## src/rtl/uart_frame_ctrl.sv

```systemverilog
// uart_frame_ctrl: turns the uart_receiver byte stream into framed commands
// (SYNC, CMD, LEN, PAYLOAD[LEN], CHK), buffers the payload and only releases
// it downstream once the XOR checksum has matched.
//
// state     | meaning
// ----------+----------------------------------------------------------
// S_HUNT    | idle, dropping bytes until SYNC_BYTE is seen
// S_CMD     | waiting for the command byte
// S_LEN     | waiting for the payload length byte
// S_PAYLOAD | storing payload bytes into the buffer
// S_CHK     | waiting for the checksum byte
// S_ACCEPT  | one cycle: frame_valid pulse, start of delivery
// S_DELIVER | streaming buffered payload to the downstream handshake
module uart_frame_ctrl #(
   parameter logic [7:0] SYNC_BYTE     = 8'hA5,
   parameter int         MAX_LEN       = 16,
   parameter int         TIMEOUT_TICKS = 640
) (
   input  logic       clk_50MHz,
   input  logic       reset,
   input  logic       sample_tick,
   input  logic       rx_ready,
   input  logic [7:0] rx_data,
   output logic       frame_valid,
   output logic [7:0] frame_cmd,
   output logic [7:0] frame_len,
   output logic       out_valid,
   output logic [7:0] out_data,
   output logic       out_last,
   input  logic       out_ready,
   output logic       busy,
   output logic       err_pulse,
   output logic [1:0] err_code,
   output logic [7:0] err_count
);

   localparam int PW    = $clog2(MAX_LEN + 1);
   localparam int AW    = (MAX_LEN > 1) ? $clog2(MAX_LEN) : 1;
   localparam int DEPTH = 1 << AW;
   localparam int TW    = $clog2(TIMEOUT_TICKS + 1);

   localparam logic [1:0] ERR_OVERRUN  = 2'd0;
   localparam logic [1:0] ERR_CHECKSUM = 2'd1;
   localparam logic [1:0] ERR_LENGTH   = 2'd2;
   localparam logic [1:0] ERR_TIMEOUT  = 2'd3;

   typedef enum logic [2:0] {
      S_HUNT, S_CMD, S_LEN, S_PAYLOAD, S_CHK, S_ACCEPT, S_DELIVER
   } state_t;

   state_t          state_q, state_d;
   logic [7:0]      chk_q, chk_d;
   logic [TW-1:0]   timer_q, timer_d;
   logic [7:0]      cmd_q, cmd_d;
   logic [7:0]      len_q, len_d;
   logic [PW-1:0]   wr_ptr_q, wr_ptr_d;
   logic [PW-1:0]   rd_ptr_q, rd_ptr_d;
   logic            frame_valid_q, frame_valid_d;
   logic [7:0]      frame_cmd_q, frame_cmd_d;
   logic [7:0]      frame_len_q, frame_len_d;
   logic            out_valid_q, out_valid_d;
   logic [7:0]      out_data_q, out_data_d;
   logic            out_last_q, out_last_d;
   logic            busy_q, busy_d;
   logic            err_pulse_q, err_pulse_d;
   logic [1:0]      err_code_q, err_code_d;
   logic [7:0]      err_count_q, err_count_d;

   logic            in_frame;
   logic            err_set;
   logic [1:0]      err_sel;
   logic            pbuf_we;
   logic [PW-1:0]   rd_nxt;
   logic [7:0]      pbuf_q [DEPTH];

   // Next-state, datapath and error bookkeeping for the frame sequencer
   always_comb begin
      state_d       = state_q;
      chk_d         = chk_q;
      timer_d       = timer_q;
      cmd_d         = cmd_q;
      len_d         = len_q;
      wr_ptr_d      = wr_ptr_q;
      rd_ptr_d      = rd_ptr_q;
      frame_valid_d = 1'b0;
      frame_cmd_d   = frame_cmd_q;
      frame_len_d   = frame_len_q;
      out_valid_d   = out_valid_q;
      out_data_d    = out_data_q;
      out_last_d    = out_last_q;
      err_pulse_d   = 1'b0;
      err_code_d    = err_code_q;
      err_count_d   = err_count_q;
      err_set       = 1'b0;
      err_sel       = ERR_OVERRUN;
      pbuf_we       = 1'b0;
      rd_nxt        = rd_ptr_q + PW'(1);
      in_frame      = (state_q == S_CMD) || (state_q == S_LEN) ||
                      (state_q == S_PAYLOAD) || (state_q == S_CHK);

      // A byte always beats a coincident timeout tick
      if (in_frame) begin
         if (rx_ready) begin
            timer_d = '0;
         end else if (sample_tick) begin
            if (timer_q == TW'(TIMEOUT_TICKS - 1)) begin
               timer_d = '0;
               state_d = S_HUNT;
               err_set = 1'b1;
               err_sel = ERR_TIMEOUT;
            end else begin
               timer_d = timer_q + TW'(1);
            end
         end
      end

      case (state_q)
         S_HUNT: begin
            if (rx_ready && (rx_data == SYNC_BYTE)) begin
               state_d = S_CMD;
               chk_d   = 8'h00;
               timer_d = '0;
            end
         end
         S_CMD: begin
            if (rx_ready) begin
               cmd_d   = rx_data;
               chk_d   = chk_q ^ rx_data;
               state_d = S_LEN;
            end
         end
         S_LEN: begin
            if (rx_ready) begin
               chk_d = chk_q ^ rx_data;
               if (rx_data > 8'(MAX_LEN)) begin
                  state_d = S_HUNT;
                  err_set = 1'b1;
                  err_sel = ERR_LENGTH;
               end else begin
                  len_d    = rx_data;
                  wr_ptr_d = '0;
                  state_d  = (rx_data == 8'h00) ? S_CHK : S_PAYLOAD;
               end
            end
         end
         S_PAYLOAD: begin
            if (rx_ready) begin
               pbuf_we  = 1'b1;
               chk_d    = chk_q ^ rx_data;
               wr_ptr_d = wr_ptr_q + PW'(1);
               if ((8'(wr_ptr_q) + 8'd1) == len_q) state_d = S_CHK;
            end
         end
         S_CHK: begin
            if (rx_ready) begin
               if (rx_data == chk_q) begin
                  state_d       = S_ACCEPT;
                  frame_valid_d = 1'b1;
                  frame_cmd_d   = cmd_q;
                  frame_len_d   = len_q;
               end else begin
                  state_d = S_HUNT;
                  err_set = 1'b1;
                  err_sel = ERR_CHECKSUM;
               end
            end
         end
         S_ACCEPT: begin
            rd_ptr_d = '0;
            if (len_q != 8'h00) begin
               state_d     = S_DELIVER;
               out_valid_d = 1'b1;
               out_data_d  = pbuf_q[0];
               out_last_d  = (len_q == 8'd1);
            end else begin
               state_d = S_HUNT;
            end
            if (rx_ready) begin
               err_set = 1'b1;
               err_sel = ERR_OVERRUN;
            end
         end
         S_DELIVER: begin
            if (out_valid_q && out_ready) begin
               if (out_last_q) begin
                  state_d     = S_HUNT;
                  out_valid_d = 1'b0;
                  out_last_d  = 1'b0;
               end else begin
                  rd_ptr_d   = rd_nxt;
                  out_data_d = pbuf_q[rd_nxt[AW-1:0]];
                  out_last_d = ((8'(rd_nxt) + 8'd1) == len_q);
               end
            end
            if (rx_ready) begin
               err_set = 1'b1;
               err_sel = ERR_OVERRUN;
            end
         end
         default: state_d = S_HUNT;
      endcase

      if (err_set) begin
         err_pulse_d = 1'b1;
         err_code_d  = err_sel;
         if (err_count_q != 8'hFF) err_count_d = err_count_q + 8'd1;
      end

      busy_d = (state_d != S_HUNT);
   end

   // Register all state and outputs; reset discards any frame in flight
   always_ff @(posedge clk_50MHz or posedge reset) begin
      if (reset) begin
         state_q       <= S_HUNT;
         chk_q         <= '0;
         timer_q       <= '0;
         cmd_q         <= '0;
         len_q         <= '0;
         wr_ptr_q      <= '0;
         rd_ptr_q      <= '0;
         frame_valid_q <= 1'b0;
         frame_cmd_q   <= '0;
         frame_len_q   <= '0;
         out_valid_q   <= 1'b0;
         out_data_q    <= '0;
         out_last_q    <= 1'b0;
         busy_q        <= 1'b0;
         err_pulse_q   <= 1'b0;
         err_code_q    <= '0;
         err_count_q   <= '0;
      end else begin
         state_q       <= state_d;
         chk_q         <= chk_d;
         timer_q       <= timer_d;
         cmd_q         <= cmd_d;
         len_q         <= len_d;
         wr_ptr_q      <= wr_ptr_d;
         rd_ptr_q      <= rd_ptr_d;
         frame_valid_q <= frame_valid_d;
         frame_cmd_q   <= frame_cmd_d;
         frame_len_q   <= frame_len_d;
         out_valid_q   <= out_valid_d;
         out_data_q    <= out_data_d;
         out_last_q    <= out_last_d;
         busy_q        <= busy_d;
         err_pulse_q   <= err_pulse_d;
         err_code_q    <= err_code_d;
         err_count_q   <= err_count_d;
      end
   end

   // Payload storage; contents are only meaningful up to the accepted length
   always_ff @(posedge clk_50MHz) begin
      if (pbuf_we) pbuf_q[wr_ptr_q[AW-1:0]] <= rx_data;
   end

   assign frame_valid = frame_valid_q;
   assign frame_cmd   = frame_cmd_q;
   assign frame_len   = frame_len_q;
   assign out_valid   = out_valid_q;
   assign out_data    = out_data_q;
   assign out_last    = out_last_q;
   assign busy        = busy_q;
   assign err_pulse   = err_pulse_q;
   assign err_code    = err_code_q;
   assign err_count   = err_count_q;

endmodule
```

## config.mk

```make
export PLATFORM = sky130hd
export DESIGN_NAME = uart_frame_ctrl
export DESIGN_NICKNAME = d
export VERILOG_FILES = /design/src/rtl/uart_frame_ctrl.sv
export SDC_FILE = /design/constraint.sdc
export NUM_CORES = 1
export LEC_CHECK = 0
export CAP_MARGIN = 30
export CORE_ASPECT_RATIO = 1.75
export CORE_MARGIN = 8
export CORE_UTILIZATION = 45
export CTS_CLUSTER_SIZE = 10
export DETAILED_ROUTE_END_ITERATION = 8
export HOLD_SLACK_MARGIN = 0.15
export PLACE_DENSITY = 0.66
export REMOVE_ABC_BUFFERS = 1
export SYNTH_ARGS = -nofsm -noshare
export SYNTH_HDL_FRONTEND = slang
export SYNTH_SLANG_ARGS = --single-unit
```

## constraint.sdc

```tcl
create_clock -name clk_50MHz -period 7.28 [get_ports clk_50MHz]
set_input_delay 1.456 -clock clk_50MHz [delete_from_list [all_inputs] [get_ports clk_50MHz]]
set_output_delay 1.456 -clock clk_50MHz [all_outputs]
set_load 0.01 [all_outputs]
```

Word-level counts from Yosys, hierarchy flattened

Memory sizes are Yosys's and may differ from the RTL's.
Index checks and enable logic that the tools add are counted.

Register bits after elaboration: 86
Memory bits (writable): 128
Bits of input ports: 13
Output and inout port bits: 39
Logic and storage cells: 146
Memories: 1

Memories:

| name   | words | bits a word | rd ports | clocked after Yosys merged registers in | write ports | line | text |
|---|---|---|---|---|---|---|---|
| pbuf_q | 16    | 8           | 2        | 0                                       | 1           | 74   | `logic [7:0] pbuf_q [DEPTH];` |

Add/sub/neg operators: 6
$lt $le $gt $ge: 1
Eq/ne operators: 22
Mux-type cells: 73
Bitwise gates (word level): 2
Reduce and logical (&&, ||, !) cells: 24

Operator list:

| kind                    | number |
|---|---|
| $mux W10                | 6 |
| $mux W3                 | 16 |
| $mux W8                 | 5 |
| $pmux W8 S2             | 2 |
| $mux W5                 | 5 |
| $mux W1                 | 23 |
| $pmux W3 S7             | 1 |
| $pmux W5 S2             | 2 |
| $mux W2                 | 9 |
| $eq A6 B8 Y1            | 2 |
| $ne A2 B2 Y1 const B    | 8 |
| $reduce_and A3 Y1       | 5 |
| $add A5 B1 Y6 const B   | 2 |
| $reduce_and A4 Y1       | 3 |
| $add A10 B1 Y10 const B | 1 |
| $add A5 B1 Y5 const B   | 2 |
| $eq A10 B10 Y1 const B  | 1 |
| $eq A3 B3 Y1 const B    | 3 |
| $add A8 B1 Y8 const B   | 1 |
| $eq A8 B1 Y1 const B    | 1 |
| $eq A8 B8 Y1            | 1 |
| $eq A8 B8 Y1 const B    | 1 |
| $gt A8 B5 Y1 const B    | 1 |
| $logic_not A8 Y1        | 1 |
| 18 further kinds        | 26 |

Depth between registers and ports, before layout

Gate-level depths: netlist of the first run.

Depth in word-level cells: 9
Mapped depth: 12
Gate-level depth less buffers: 8

Worst setup path after synthesis of the first run

Ideal clock, no wire load.

Path type: input port to flip-flop
Start: in rx_data[2]
End: reg err_count_q[4] (netlist: err_count[4])
Library setup time: 0.125 ns
Data arrival time: 2.983 ns
Required time: 7.155 ns
Path slack: 4.172 ns
Cell stages on the path: 8
Buffers on the path: 2
Cells stage by stage: buf_6 -> o41a_1 -> nor3b_2 -> o21ai_1 -> a211oi_2 -> buf_6 -> a21oi_2 -> mux2_4

Word-level cells in the longest chain between the ends: 5
Elaborated cells between the ends (all ways): 8
Classes of those cells: order compare: 1; eq/ne: 1; mux: 5; reduce/logical: 1

RTL lines:

| what                                                | line     | text |
|---|---|---|
| start: declaration                                  | 23       | `input logic [7:0] rx_data,` |
| $gt A8 B5 Y1 / $eq A8 B8 Y1 (equally long branches) | 135, 156 |  |
| $mux W1, on equally long branches                   | 135, 156 |  |
| $mux W1, on equally long branches                   | 133, 155 |  |
| $pmux W1 S3 (*)                                     | 117      | `case (state_q)` |
| $reduce_and A2 Y1 (no line) (*)                     | -        |  |
| end signal: assignment                              | 249      | `err_count_q <= err_count_d;` |
| end: declaration                                    | 67       | `logic [7:0] err_count_q, err_count_d;` |

Every way passes the cells marked *; elsewhere a longest branch is shown, timed or not.
A chain may end at the register's enable or synchronous reset.

Final worst setup path of the first run

Start: in rx_data[3]
End: reg err_count_q[1] (netlist: err_count[1])

The elaborated chain is that of the path after synthesis.

==> results of run 1 <==
==> cells in the mapped netlist (all sizes together), types with 3 or more instances <==
library cell	number
and2	17
a21o	4
nor4	9
nand2b	7
mux2i	8
nand3	21
dfrtp	86
nor3	15
clkbuf	12
a31oi	3
inv	13
a22o	8
a21boi	3
or3	4
mux4	40
xnor2	12
edfxtp	128
nand2	64
nand4	6
mux2	23
o31ai	4
nor2b	12
nand3b	7
o21ai	38
a21oi	14
ha	8
a211oi	3
nor2	30
buf	15
xor2	24
and3	10
==> worst paths after layout <==
| check | startpoint | end | cells after the start |
|---|---|---|---|
| worst min-delay path | out_data[6]$_DFFE_PP0P_ | out_data[6]$_DFFE_PP0P_ | 2 |
| worst min register to register | out_data[6]$_DFFE_PP0P_ | out_data[6]$_DFFE_PP0P_ | 2 |
| min in group asynchronous | reset | wr_ptr_q[0]$_DFFE_PP0P_ | 3 |
| worst max-delay path | rx_data[3] | err_count[1]$_DFFE_PP0P_ | 7 |
| worst max register to register | rd_ptr_q[0]$_DFFE_PP0P_ | out_last$_DFFE_PP0P_ | 7 |
| max in group asynchronous | reset | chk_q[5]$_DFFE_PP0P_ | 4 |
==> worst min-delay path: stages (launching register included) <==
cell     delay (ns)
dfrtp_1        0.34
nand2_1        0.04
o21ai_0        0.06
==> metrics by stage <==
step	cell area (um^2)	setup WS [ns]	hold WS, ns	util, %
global placement	10300	2.67	0.467	49.2
CTS	11000	3.07	0.489	52.8
floorplan	9430	3.31	0.435	-
finish	11000	3.05	0.480	52.8
global route	11000	2.85	0.510	52.8
detailed placement	10300	2.54	0.476	49.4
==> cell families (layout without fill, tap and decap cells) <==
group,after synthesis,in the layout
multiplexers,71,71
buffers and inverters,41,116
adder cells (fa/ha/maj),8,8
AO/OA/AOI/OAI,95,95
XOR/XNOR,36,36
AND/OR/NAND/NOR,207,207
flip-flops,214,214
==> layer usage <==
layer / track usage [%] / share of wire, % / vias to the layer above
met5: 0 / 0 / -
met4: 7.34 / 3.3 / 0
met3: 3.16 / 4.7 / 43
met2: 32.4 / 55 / 159
met1: 19.1 / 37 / 2979
li1: - / - / 2660
==> flip-flops by register name, indices dropped and copies added, names as in the netlist, 8 cells and up <==
| signal | count |
|---|---|
| out_data | 8 |
| len_q | 8 |
| chk_q | 8 |
| frame_len | 8 |
| cmd_q | 8 |
| frame_cmd | 8 |
| timer_q | 10 |
| pbuf_q | 128 |
| err_count | 8 |
==> power breakdown <==
group	total, mW	switching, mW	internal, mW
clock	1.10	0.459	0.640
combinational	0.235	0.116	0.119
sequential	1.45	0.0875	1.36
==> final cells by class <==
type                       instances  area, um^2
tap                              252         315
timing repair buffer              58         583
fill                            1721        9890
clock inverter                     2        16.3
sequential                       214        6000
inverter                          14        53.8
multi-input combinational        417        3390
clock buffer                      42         689
==> flow_metrics.env, run 1 <==
export IMPL_synthMuxAreaShare_pct=13.0
export IMPL_drc=0
export IMPL_synth_warning_count=0
export IMPL_dp_hpwl_um=15200
export IMPL_reg2reg_slack_ns=4.07
export IMPL_postCtsSetupRepairBufs=0
export IMPL_finalClockSkew_ns=0.00803
export IMPL_areaGrowthSynthToFinish_pct=15.2
export IMPL_grt_overflow=0
export IMPL_synthCells=672
export IMPL_min_path_type="flop to flop"
export IMPL_worstSkewPairLatency_ns=0.51
export IMPL_synth_async_reset_ratio_pct=40.2
export IMPL_cp_common_cell="a21boi_1"
export IMPL_final_cell_mix="128 x edfxtp_1, 85 x dfrtp_1, 64 x nand2_1"
export IMPL_path_cells="clkdlybuf4s50_1 > xor2_1 > nor4_1 > a21boi_1 > a211oi_2 > a21boi_1 > mux2_2"
export IMPL_holdBufCountCts=0
export IMPL_cts_buffer_depth=3
export IMPL_nets=751
export IMPL_synth_area_leaders="edfxtp_1 40%, dfrtp_1 22%, mux4_2 9.4%, nand2_1 2.5%, mux2_2 2.5%"
export IMPL_hold_violations=0
export IMPL_powerDensity_nw_per_um2=252
export IMPL_finalSetupViolCount=0
export IMPL_die_height_um=209
export IMPL_wl_per_cell_um=22.5
export IMPL_critPathBufInv=1
export IMPL_worst_setup_path_start_kind="input port"
export IMPL_clkTransAtPathRegs_ns=0.06
export IMPL_clock_sinks=214
export IMPL_antenna_left=0
export IMPL_grt_max_degree=54
export IMPL_core_area_um2=20900
export IMPL_synth_top_family_by_area="multiplexers"
export IMPL_rsz0062_at_grt="false"
export IMPL_avgSynthCellArea_um2=14.3
export IMPL_outcome="completed"
export IMPL_ios=52
export IMPL_worst_setup_path_type="input port to flop"
export IMPL_grt_total_usage_pct=17.5
export IMPL_fp_row_count=70
export IMPL_worstPathRequired_ns=7.67
export IMPL_slew_viol_final=0
export IMPL_tritoncts_num_buffers=25
export IMPL_cts_resized=0
export IMPL_vias=5841
export IMPL_max_freq_ghz=0.236
export IMPL_slowest_delay_ns=0.88
export IMPL_synthXorXnorAreaFrac_pct=3.44
export IMPL_grt_first_pass_wirelength_um=35800
export IMPL_die_area_um2=26400
export IMPL_synth_edf_count=128
export IMPL_crit_fanout=23
export IMPL_initial_core_util_pct=45.8
export IMPL_finalSetupTns_ns=0
export IMPL_yosysSeqAreaShare_pct=62.5
export IMPL_post_route_period_util_pct=58.1
export IMPL_vias_per_cell=5.85
export IMPL_synth_largest_area_cell="edfxtp_1"
export IMPL_grt_pass1_vias=6236
export IMPL_post_route_min_period_ns=4.23
export IMPL_synth_adder_area_share_pct=1.04
export IMPL_place_gp_congestion=0.909
export IMPL_ir_drop_mv=0.226
export IMPL_chipWidth_um=126
export IMPL_wl_um=22400
export IMPL_dp_cells=955
export IMPL_synth_top_area_share_pct=40.1
export IMPL_cts_root_buffer="clkbuf_16"
export IMPL_final_common_cell="edfxtp_1"
export IMPL_port_buffers=51
export IMPL_finalNonFillerCells=999
export IMPL_ys_ff_latch=214
export IMPL_worstMarginPinSlew_ns=0.918
export IMPL_cp_arrival_ns=4.62
export IMPL_synth_simple_gate_area_share_pct=11.2
export IMPL_crit_slowest_cell="clkdlybuf4s50_1"
export IMPL_diodes=0
export IMPL_drt_pass1_iter_count=4
export IMPL_h_tree_depth=1
export IMPL_slew_headroom_pct=38.6
export IMPL_cellLeakagePower_nw=4.12
export IMPL_dr_first_iter_drc_count=351
export IMPL_cts_tree="done"
export IMPL_endpoint_kind="flop"
export IMPL_maxCapViolations=0
export IMPL_synthFlopType="edfxtp_1"
export IMPL_crit_family="compound AO/OA/AOI/OAI gates"
export IMPL_power_mw=2.78
export IMPL_yosysUniqueCellTypes=65
export IMPL_antenna_found_initial=0
export IMPL_synth_compound_area_share_pct=6.60
export IMPL_synth_area_um2=9590
export IMPL_post_route_cells_drive_above_1_share_pct=15.3
Note: power is estimated with default switching activity, not from simulation.
==> inputs of run 2 (changes only) <==
Settings changed: PLACE_DENSITY 0.66 to 0.68.
Clock period 7.28 ns to 3.88 ns, I/O delays scaled along.
==> run 2 against run 1 <==
Against the previous run:
- core utilization rose by 0.39 points
- largest cell class unchanged
- power increased by 90%
- critical endpoint is now out_data[4]$_DFFE_PP0P_
- design area rose by 0.74%
- die area is the same
==> flow_metrics.env, run 2 (same netlist as run 1, synthesis figures left out) <==
export IMPL_final_cell_mix="128 x edfxtp_1, 85 x dfrtp_1, 64 x nand2_1"
export IMPL_post_route_cells_drive_above_1_share_pct=16.4
export IMPL_holdBufCountCts=0
export IMPL_vias_per_cell=5.89
export IMPL_wl_met1_um=8270
export IMPL_power_mw=5.27
export IMPL_vias=5945
export IMPL_finalSetupTns_ns=0
export IMPL_outcome="completed"
export IMPL_rsz0062_at_grt="false"
export IMPL_slew_headroom_pct=36.1
export IMPL_ir_drop_mv=0.273
export IMPL_dr_first_iter_drc_count=352
export IMPL_finalSetupViolCount=0
export IMPL_drc=0
export IMPL_cts_tree="done"
export IMPL_antenna_left=0
export IMPL_top_layer="met4"
export IMPL_reg2reg_slack_ns=1.04
export IMPL_path_cells="inv_1 > ha_2 > mux4_2 > mux4_2 > mux2i_1 > o21ai_0"
export IMPL_place_gp_congestion=0.894
export IMPL_wl_met2_um=12200
export IMPL_crit_end="out_data[4]$_DFFE_PP0P_"
export IMPL_min_path_type="flop to flop"
export IMPL_grt_first_pass_wirelength_um=35800
export IMPL_worstPathRequired_ns=4.28
export IMPL_grt_total_usage_pct=17.4
export IMPL_worstSkewPairLatency_ns=0.52
export IMPL_crit_fanout=37
export IMPL_die_area_um2=26400
export IMPL_powerDensity_nw_per_um2=474
export IMPL_p_sw_mw=1.28
export IMPL_rr_startpoint="rd_ptr_q[0]$_DFFE_PP0P_"
export IMPL_grt_pass1_vias=6415
export IMPL_post_route_period_util_pct=73.1
export IMPL_ios=52
export IMPL_drt_pass1_iter_count=6
export IMPL_r2r_end="out_data[4]$_DFFE_PP0P_"
export IMPL_finalNonFillerCells=1010
export IMPL_reg2reg_depth=6
export IMPL_worstMarginPinSlew_ns=0.959
export IMPL_wl_per_cell_um=22.3
export IMPL_clock_sinks=214
export IMPL_p_seq_share_pct=51.4
export IMPL_fp_row_count=70
export IMPL_slew_viol_final=0
export IMPL_final_common_cell="edfxtp_1"
export IMPL_areaGrowthSynthToFinish_pct=16.0
export IMPL_initial_core_util_pct=45.8
export IMPL_cts_resized=0
export IMPL_worst_setup_path_start_kind="flop"
export IMPL_cp_arrival_ns=3.24
export IMPL_clkTransAtPathRegs_ns=0.06
export IMPL_hold_violations=0
export IMPL_grt_max_degree=49
export IMPL_max_freq_ghz=0.352
export IMPL_internal_power_mw=4.00
export IMPL_fin_ws_ns=1.04
export IMPL_dp_cells=964
export IMPL_h_tree_depth=1
export IMPL_clockPowerShare_pct=39.9
export IMPL_p_sw_share_pct=24.2
export IMPL_die_height_um=209
export IMPL_dpl_worst_slack_ns=0.582
export IMPL_combPwrFrac_pct=8.7
export IMPL_slowest_delay_ns=0.96
export IMPL_largest_reg_flops=128
export IMPL_dp_hpwl_um=15700
export IMPL_core_area_um2=20900
export IMPL_chipWidth_um=126
export IMPL_worst_setup_path_type="flop to flop"
export IMPL_wl_um=22500
export IMPL_cts_buffer_depth=3
export IMPL_cts_root_buffer="clkbuf_16"
export IMPL_crit_slowest_cell="ha_2"
export IMPL_post_route_min_period_ns=2.84
export IMPL_port_buffers=51
export IMPL_nets=760
export IMPL_maxCapViolations=0
export IMPL_tritoncts_num_buffers=25
export IMPL_antenna_found_initial=0
export IMPL_grt_overflow=0
export IMPL_cellLeakagePower_nw=4.18
export IMPL_cp_common_cell="mux4_2"
export IMPL_wl_met3_um=1060
export IMPL_hold_worst_slack_ns=0.487
export IMPL_finalClockSkew_ns=0.00888
export IMPL_cp_startpoint="rd_ptr_q[0]$_DFFE_PP0P_"
export IMPL_postCtsSetupRepairBufs=0
export IMPL_endpoint_kind="flop"
==> run 2: cell count changes in the layout (fill, tap and decap cells not counted), sizes merged <==
cell / previous run / this run
buf: 7 / 16
clkinv: 2 / 3
clkbuf: 42 / 43
diode: 0 / 1
clkinvlp: 1 / 0
==> run 2: power by group through the flow <==
stage / Clock (mW) / Combinational [mW] / Sequential (mW)
CTS: 2.14 / 0.462 / 2.71
finish: 2.10 / 0.458 / 2.71
global route: 2.24 / 0.509 / 2.73
floorplan: 0 / 0.272 / 2.70
detailed placement: 0 / 0.460 / 2.75
global placement: 0 / 0.443 / 2.75
==> run 2: layout make-up <==
| cell class | count | area (um^2) |
|---|---|---|
| clock inverter | 2 | 13.8 |
| antenna | 1 | 2.50 |
| sequential | 214 | 6000 |
| multi-input combinational | 417 | 3390 |
| tap | 252 | 315 |
| inverter | 14 | 53.8 |
| clock buffer | 43 | 703 |
| fill | 1689 | 9810 |
| timing repair buffer | 67 | 651 |
==> run 2: worst min path at each step <==
stage	startpoint	end	slack [ns]	cells after the start
floorplan	cmd_q[0]$_DFFE_PP0P_	frame_cmd[0]$_DFFE_PP0P_	0.43	2
global placement	out_data[5]$_DFFE_PP0P_	out_data[5]$_DFFE_PP0P_	0.46	2
detailed placement	cmd_q[1]$_DFFE_PP0P_	frame_cmd[1]$_DFFE_PP0P_	0.47	2
CTS	cmd_q[4]$_DFFE_PP0P_	frame_cmd[4]$_DFFE_PP0P_	0.49	2
global route	cmd_q[1]$_DFFE_PP0P_	frame_cmd[1]$_DFFE_PP0P_	0.52	2
finish	frame_cmd[1]$_DFFE_PP0P_	frame_cmd[1]$_DFFE_PP0P_	0.49	2
==> run 2: critical path, delay by kind of cell, from the launching register on <==
kind	cells	cell delay, ns
buffers and inverters	1	0.08
multiplexers	3	1.13
AO/OA/AOI/OAI	1	0.10
flip-flops	1	0.43
adder cells (fa/ha/maj)	1	0.96
==> run 2: through the flow <==
| stage | area, um^2 | utilization (%) |
|---|---|---|
| floorplan | 9430 | - |
| global route | 11100 | 53.1 |
| CTS | 11100 | 53.1 |
| global placement | 10400 | 49.6 |
| finish | 11100 | 53.1 |
| detailed placement | 10400 | 49.7 |
==> run 2: metal layers <==
metal / GRT usage (%) / vias to the layer above
met5: 0 / -
met4: 9.39 / 0
met3: 3.11 / 47
met2: 31.5 / 178
met1: 18.8 / 3039
li1: - / 2681
==> inputs of run 3 (changes only) <==
Clock period 3.88 ns to 2.27 ns, I/O delays scaled along.
==> run 3 against run 2 <==
Against the previous run:
- the flow now finishes with violations (negative setup slack)
- clock-buffer cell count fell by 2
- first-iteration DRC count rose by 53%
- global-route usage rose by 0.76 points
- critical path depth rose by 1
- hold slack got worse by 0.15 ns
- sequential share of layout area fell by 4.4 points
- combinational power rose by 91%
- cell count rose by 7.7%
- die area did not move
==> flow_metrics.env, run 3 (same netlist as run 1, synthesis figures left out) <==
export IMPL_max_freq_ghz=0.439
export IMPL_vias_per_cell=5.87
export IMPL_ir_drop_mv=0.443
export IMPL_stdcell_area_um2=12100
export IMPL_port_buffers=51
export IMPL_worstMarginPinSlew_ns=0.648
export IMPL_rsz0062_at_grt="true"
export IMPL_cts_root_buffer="clkbuf_16"
export IMPL_h_tree_depth=1
export IMPL_drt_pass1_iter_count=5
export IMPL_dp_hpwl_um=16500
export IMPL_cts_buffer_depth=3
export IMPL_final_cell_mix="128 x edfxtp_1, 84 x dfrtp_1, 71 x buf_4"
export IMPL_num_fill_cells=1626
export IMPL_post_route_util_pct=57.8
export IMPL_diodes=0
export IMPL_finalNonFillerCells=1088
export IMPL_min_path_type="input port to flop"
export IMPL_place_gp_congestion=0.948
export IMPL_hold_violations=0
export IMPL_power_mw=8.94
export IMPL_largest_reg_flops=128
export IMPL_cts_tree="done"
export IMPL_endpoint_kind="flop"
export IMPL_vias=6385
export IMPL_initial_core_util_pct=45.8
export IMPL_seqCellArea_um2=6000
export IMPL_grt_max_degree=87
export IMPL_wl_um=24000
export IMPL_fp_row_count=70
export IMPL_grt_total_usage_pct=18.2
export IMPL_dp_cells=1040
export IMPL_ios=52
export IMPL_wl_per_cell_um=22.0
export IMPL_slew_viol_final=0
export IMPL_areaGrowthSynthToFinish_pct=26.3
export IMPL_grt_first_pass_wirelength_um=37600
export IMPL_powerDensity_nw_per_um2=739
export IMPL_finalClockSkew_ns=0.00935
export IMPL_drc=0
export IMPL_post_route_cells_drive_above_1_share_pct=25.4
export IMPL_post_route_min_period_ns=2.28
export IMPL_cp_arrival_ns=2.67
export IMPL_fin_ws_ns=-0.0102
export IMPL_worstPathRequired_ns=2.66
export IMPL_tritoncts_num_buffers=25
export IMPL_violations="negative setup slack"
export IMPL_maxCapViolations=0
export IMPL_finalSetupViolCount=1
export IMPL_post_route_period_util_pct=100
export IMPL_chipWidth_um=126
export IMPL_grt_overflow=0
export IMPL_worstSkewPairLatency_ns=0.50
export IMPL_slew_headroom_pct=56.6
export IMPL_antenna_found_initial=0
export IMPL_placed_cell_area_um2=11200
export IMPL_core_area_um2=20900
export IMPL_antenna_left=0
export IMPL_nets=842
export IMPL_outcome="finished with violations"
export IMPL_final_common_cell="edfxtp_1"
export IMPL_die_height_um=209
export IMPL_cellLeakagePower_nw=4.71
export IMPL_dr_first_iter_drc_count=540
export IMPL_dpl_worst_slack_ns=-0.456
export IMPL_worst_setup_path_type="flop to flop"
export IMPL_clock_sinks=214
export IMPL_die_area_um2=26400
export IMPL_crit_fanout=6
export IMPL_multi_input_area_um2=3440
export IMPL_clkTransAtPathRegs_ns=0.06
export IMPL_worst_setup_path_start_kind="flop"
export IMPL_grt_pass1_vias=7027
run 3: changes by cell type in the layout (fill, tap and decap cells not counted), sizes merged:
cell           before  now
buf                16   95
clkdlybuf4s50      51   48
dlymetal6s2s        0    3
clkbuf             43   44
diode               1    0
inv                13   12
run 3: final timing paths:
kind | from | to | cells after the start | slack [ns]
setup / recovery | rd_ptr_q[0]$_DFFE_PP0P_ | out_data[1]$_DFFE_PP0P_ | 7 | -0.01
hold / removal | rx_data[5] | pbuf_q[5][5]$_DFFE_PP_ | 1 | 0.34
setup reg to reg | rd_ptr_q[0]$_DFFE_PP0P_ | out_data[1]$_DFFE_PP0P_ | 7 | -0.01
hold reg to reg | cmd_q[2]$_DFFE_PP0P_ | frame_cmd[2]$_DFFE_PP0P_ | 2 | 0.46
max in group asynchronous | reset | wr_ptr_q[0]$_DFFE_PP0P_ | 3 | 1.53
min in group asynchronous | reset | cmd_q[5]$_DFFE_PP0P_ | 3 | 0.38
run 3: worst max-delay path, stage by stage, from the launching register on:
cell     delay (ns)
dfrtp_2        0.40
inv_2          0.06
ha_4           0.38
buf_12         0.16
mux4_2         0.38
mux4_2         0.50
mux2i_1        0.20
o21ai_1        0.08
run 3: power by group:
group / internal, mW / switching, mW / leakage [nW] / total, mW
clock network: 2.04 / 1.44 / 0.331 / 3.48
registers: 4.36 / 0.230 / 2.31 / 4.59
logic: 0.448 / 0.426 / 2.08 / 0.874
total: 6.84 / 2.10 / 4.71 / 8.94
run 3: repair_timing:
action | in CTS | in global routing
cloned | 1 | 3
endpoints found under the setup margin | 2 | 16
resized for setup | 2 | 20
endpoints found under the hold margin | 0 | 0
hold buffers | 0 | 0
pin swaps | 0 | 3
buffers inserted | 0 | 2
run 3: routing by layer:
layer | share of wire, % | routed length, um | vias to the layer above | GRT usage, %
li1 | - | - | 2846 | -
met1 | 36 | 8560 | 3233 | 19.1
met2 | 55 | 13200 | 228 | 34.2
met3 | 4.3 | 1030 | 78 | 2.50
met4 | 5.0 | 1190 | 0 | 9.55
met5 | 0 | 0 | - | 0
run 3: cell type report:
class | instances | share of cell area [%]
Clock buffer | 41 | 5.66
Clock inverter | 1 | 0.0723
Inverter | 14 | 0.444
Multi-Input combinational cell | 417 | 28.4
Sequential cell | 214 | 49.5
Tap cell | 252 | 2.60
Timing Repair Buffer | 149 | 13.3
run 3: per-stage QoR:
step / hold WS (ns) / setup TNS (ns)
after floorplan: 0.435 / -51.95
after global placement: 0.454 / -12.03
after detailed placement: 0.454 / -17.39
after CTS: 0.398 / 0
after global routing: 0.366 / -0.112
final: 0.342 / -0.0102
